### config.mk
export PLATFORM = sky130hd
export DESIGN_NAME = line_burst_adapter
export DESIGN_NICKNAME = d
export VERILOG_FILES = /design/src/rtl/line_burst_adapter.sv
export SDC_FILE = /design/constraint.sdc
export NUM_CORES = 1
export LEC_CHECK = 0
export CAP_MARGIN = 15
export CORE_AREA = 10 10 271 273
export DETAILED_ROUTE_END_ITERATION = 6
export DIE_AREA = 0 0 281 283
export HOLD_SLACK_MARGIN = 0.08
export SLEW_MARGIN = 25
export SYNTH_ARGS = -nofsm -noshare
export SYNTH_HDL_FRONTEND = slang
export SYNTH_SLANG_ARGS = --single-unit
### constraint.sdc
create_clock -name clk -period 3 [get_ports clk]
set_input_delay 0.9 -clock clk [delete_from_list [all_inputs] [get_ports clk]]
set_output_delay 0.9 -clock clk [all_outputs]
set_load 0.005 [all_outputs]
### src/rtl/line_burst_adapter.sv
// Turns one cache-line read or writeback into a burst of beat-sized memory transfers.
// When the whole line has moved, it sends the controller a single-cycle response.
module line_burst_adapter #(
  parameter int s_line   = 256,
  parameter int s_burst  = 64,
  parameter int s_offset = 5
) (
  input  logic                 clk,
  input  logic                 rst,
  input  logic [s_line-1:0]    line_i,
  output logic [s_line-1:0]    line_o,
  input  logic [31:0]          address_i,
  input  logic                 read_i,
  input  logic                 write_i,
  output logic                 resp_o,
  input  logic [s_burst-1:0]   burst_i,
  output logic [s_burst-1:0]   burst_o,
  output logic [31:0]          address_o,
  output logic                 read_o,
  output logic                 write_o,
  input  logic                 resp_i
);

  localparam int n_beats = s_line / s_burst;
  localparam int cnt_w   = $clog2(n_beats);
  localparam logic [cnt_w-1:0] last_beat = cnt_w'(n_beats - 1);
  localparam logic [31:0] off_mask = (32'd1 << s_offset) - 32'd1;

  typedef enum logic [1:0] {IDLE, READ, WRITE, DONE} state_t;

  state_t                               state;
  logic [cnt_w-1:0]                     cnt;
  logic [n_beats-1:0][s_burst-1:0]      line_buf;

  assign line_o  = line_buf;
  assign burst_o = line_buf[cnt];

  always_ff @(posedge clk or negedge rst) begin
    if (!rst) begin
      state     <= IDLE;
      cnt       <= '0;
      line_buf  <= '0;
      address_o <= '0;
      read_o    <= 1'b0;
      write_o   <= 1'b0;
      resp_o    <= 1'b0;
    end else begin
      case (state)
        IDLE: begin
          // A write wins when both requests are present.
          if (write_i) begin
            line_buf  <= line_i;
            address_o <= address_i & ~off_mask;
            cnt       <= '0;
            write_o   <= 1'b1;
            state     <= WRITE;
          end else if (read_i) begin
            address_o <= address_i & ~off_mask;
            cnt       <= '0;
            read_o    <= 1'b1;
            state     <= READ;
          end
        end
        READ: begin
          if (resp_i) begin
            line_buf[cnt] <= burst_i;
            cnt           <= cnt + cnt_w'(1);
            if (cnt == last_beat) begin
              read_o <= 1'b0;
              resp_o <= 1'b1;
              state  <= DONE;
            end
          end
        end
        WRITE: begin
          if (resp_i) begin
            cnt <= cnt + cnt_w'(1);
            if (cnt == last_beat) begin
              write_o <= 1'b0;
              resp_o  <= 1'b1;
              state   <= DONE;
            end
          end
        end
        DONE: begin
          resp_o <= 1'b0;
          state  <= IDLE;
        end
        default: begin
          read_o  <= 1'b0;
          write_o <= 1'b0;
          resp_o  <= 1'b0;
          state   <= IDLE;
        end
      endcase
    end
  end

endmodule

==> results.rst <==
.. list-table::
   :header-rows: 1

   * - Metric
     - Value
   * - Outcome
     - finished with violations
   * - Violated checks
     - setup timing
   * - Minimum period implied by the final worst setup slack
     - between 3 and 4 ns
   * - Final antenna-violating net count
     - 0
   * - Overall global routing resource usage
     - 0.186
   * - Seq cells post-synth
     - 290
   * - Vias in the first global route
     - approximately 15,000
   * - Worst Skew
     - about 0.025 ns
   * - Worst skew pair latency
     - ~0.55 ns
   * - Proportion of power drawn by flip-flops and latches
     - 0.260
   * - Aggregate routed wire length
     - 76.6 mm
   * - Maximum number of buffers from clock root to sink
     - 3
   * - Crit path DAT
     - 2.17 ns
   * - Total number of yosys warnings
     - 0
   * - CP required
     - 2.10 ns
   * - Worst path most repeated cell
     - buf_12
   * - Number of rows in the core area
     - 96
   * - First-pass GRT wire length
     - about 110 mm
   * - Hold slack
     - 0.287 ns
   * - Highest fanout seen on the critical path
     - 5
   * - Overall die height
     - 283 um
   * - Fraction of final layout cells with drive strength greater than 1
     - 0.273
   * - Max VDD drop
     - 0.000760 V
   * - Antenna violations before repair
     - 15
   * - Fin nets
     - between 2,000 and 2,500
   * - Min-delay worst type
     - input pin to async pin
   * - Depth of the worst register-to-register path
     - 11
   * - Fraction of the core area covered by cells at the end of the flow
     - 0.380
   * - Total global routing overflow
     - 0
   * - Power Total
     - 30,100 uW
   * - Die width
     - 281 um
   * - Instance area after placement
     - 0.0241 sq mm
   * - Remaining routing DRC violations
     - 0
   * - Worst relative slew slack
     - 0.393
   * - Worst-margin pin slew
     - ~0.91 ns
   * - Initial standard-cell utilization of the core
     - 0.235
   * - RSZ-0062 raised after global routing
     - yes
   * - Die Area
     - 0.0795 sq mm
   * - Number of design-rule violations left by the first detailed-router iteration
     - 812
   * - Timing-limited maximum frequency
     - about 330 MHz
   * - Beginning of the worst register-to-register path
     - cnt[0]
   * - Count of unique library cells instantiated by Yosys
     - 37
   * - Area added between synthesis and finish
     - 61.5%
   * - I/O pin cnt
     - a little over 700
   * - Initial DRT Pass Iterations
     - 5
   * - Power per unit of standard cell area
     - 1160 mW/mm^2
   * - Number of port buffers
     - 701
   * - Max Cap Violations
     - 0
   * - Pin count of the biggest net entering global routing
     - 113
   * - Total CTS buffers
     - 38
   * - Comb pwr share
     - 0.575
   * - Leakage
     - 0.0107 uW
   * - Final Hold Fails
     - 0
   * - Total via count in the routed design
     - 14,111
   * - Via-to-Cell Ratio
     - 4.77
   * - Reg2Reg Capture Point
     - line_o[25]
   * - Final weighted congestion in routability-driven placement
     - 0.876
   * - Root buffer cell
     - clkbuf_16
   * - Final critical-path share of the clock period
     - 1.02
   * - Placed wire-length estimate
     - about 56 mm
   * - Maximum level of the CTS H-tree
     - 2
   * - Final total negative setup slack
     - -1.06 ns
   * - Core area
     - between 0.06 and 0.07 sq mm
   * - Net switching power figure
     - between 10,000 and 15,000 uW
   * - Switching fraction of total power
     - 0.359
   * - Post-route cell area
     - 0.0259 sq mm
   * - Power share of the clock group
     - 0.165
   * - Wirelength per Cell
     - around 26 um
   * - Clock tree from TritonCTS
     - done
   * - Stage delay of the slowest cell on the critical path
     - 0.48 ns
   * - Clock net sink count
     - 290
   * - Critical-path cell with the highest stage delay
     - dfrtp_4
   * - Mean instance size in the synthesized netlist
     - 12.0 sq um
   * - Slew Limit Fails
     - 0
   * - Worst reg2reg setup slack
     - 0.24 ns
   * - Critical Path Source Type
     - flip-flop
   * - Cells traversed along the worst timing path
     - buf_4, buf_12, buf_16, buf_12, mux4_2, buf_2
   * - Critical path endpoint category
     - output port
   * - Gate count after technology mapping
     - 1,331
   * - Int Power
     - roughly 19,000 uW
   * - Part of the Yosys area used for sequential elements
     - 0.453
   * - Setup violation total in the final timing report
     - 19
   * - Clock-pin slew of the registers on the worst-case setup and hold paths
     - roughly 0.060 ns
   * - Netlist Area Pre-Place
     - 0.0160 sq mm
   * - Worst Path Class, Setup
     - flip-flop to output port
   * - Setup slack after layout
     - -0.0650 ns
sequential cells by signal (all words and copies together), names as in the netlist:
register,count
address_o,27
cnt,2
line_o,256
read_o,1
resp_o,1
state,2
write_o,1
what timing repair did:
action,4_1_cts,5_1_grt
hold buffers,0,0
resized for setup,278,38
cloned,4,0
endpoints found under the hold margin,0,0
endpoints found under the setup margin,64,56
buffers inserted,29,5
cell usage after synthesis (all sizes together):
cell	n	area share
a31oi	2	0.00078
o311ai	1	0.00055
a21oi	7	0.0043
nand2	8	0.0019
nor2	1	0.00023
nand4b	1	0.00055
o21ai	131	0.041
o22a	3	0.0017
and2	2	0.00078
a22o	128	0.070
conb	1	0.00023
nand3	130	0.041
o2bb2ai	2	0.0011
nand2b	1	0.00039
nor2b	3	0.0016
mux4	64	0.090
nor3b	1	0.00047
dfrtp	290	0.45
ha	11	0.0086
o31ai	1	0.00047
inv	134	0.031
mux2i	3	0.0027
or2b	1	0.00047
buf	72	0.033
mux2	283	0.20
clkbuf	49	0.011
nor3	1	0.0010
worst max-delay path by stage:
stage	endpoint	slack, ns	from
finish	burst_o[6]	-0.07	cnt[0]
global route	burst_o[53]	-0.12	cnt[0]
CTS	burst_o[46]	-0.15	cnt[0]
detailed placement	line_o[226]	0.20	write_i
global placement	line_o[223]	0.23	write_i
floorplan	burst_o[37]	0.55	cnt[0]
final cells by class:
type	count	area, sq um
fillers	6582	42200
repair buffers	780	8000
multi-input cells	790	7600
flip-flops and latches	290	7260
clock buffers	57	1170
well taps	882	1100
inverters	134	508
clock inverters	11	190
diodes	15	37.5
power groups by stage:
stage / Clock, uW / Combinational (uW) / Sequential (uW)
CTS: 5100 / 17300 / 7830
global placement: 0 / 16700 / 7770
finish: 4960 / 17300 / 7830
detailed placement: 0 / 16900 / 7860
floorplan: 0 / 8170 / 7320
global route: 5250 / 18400 / 8070
layer usage:
metal	part of all wire	global-route usage
met3	0.079	0.0515
met5	0.00026	0
met2	0.50	0.323
met4	0.034	0.0726
met1	0.39	0.213
logic make-up after synthesis:
kind of cell,synth area share
muxes,0.294
DFF,0.453
AOI/OAI and AO/OA,0.120
buffers and inverters,0.0760
and+or+nand+nor,0.0480
adders and majority gates,0.00859
other,0.000234
cell usage in the layout (no fill, tap or decap), types with 5 or more instances in the layout:
master / netlist / final
clkdlybuf4s50_1: 0 / 636
dfrtp_1: 290 / 288
mux2_2: 270 / 270
inv_1: 134 / 133
o21ai_0: 130 / 130
nand3_1: 130 / 130
a22o_1: 128 / 128
mux4_2: 64 / 64
clkbuf_16: 0 / 41
buf_6: 26 / 36
buf_2: 28 / 34
buf_12: 0 / 27
buf_4: 8 / 25
diode_2: 0 / 15
buf_8: 0 / 12
mux2_4: 10 / 10
nand2_1: 8 / 8
ha_1: 11 / 8
clkbuf_1: 49 / 8
clkbuf_8: 0 / 8
conb_1: 1 / 5
bufinv_16: 0 / 5
clkbuf_2: 0 / 5
worst max-delay path, delay by kind of cell (launching register included):
family   cells  cell delay (ns)
buf+inv      5             0.71
flops        1             0.48
mux          1             0.42
metrics by stage:
step / setup WS, ns / cells
after floorplan: 0.551 / 1335
after global placement: 0.226 / 2839
after detailed placement: 0.197 / 2840
after CTS: -0.149 / 2941
after global routing: -0.123 / 2955
final: -0.0650 / 2959
No activity file was read; power rests on OpenSTA's default activity.
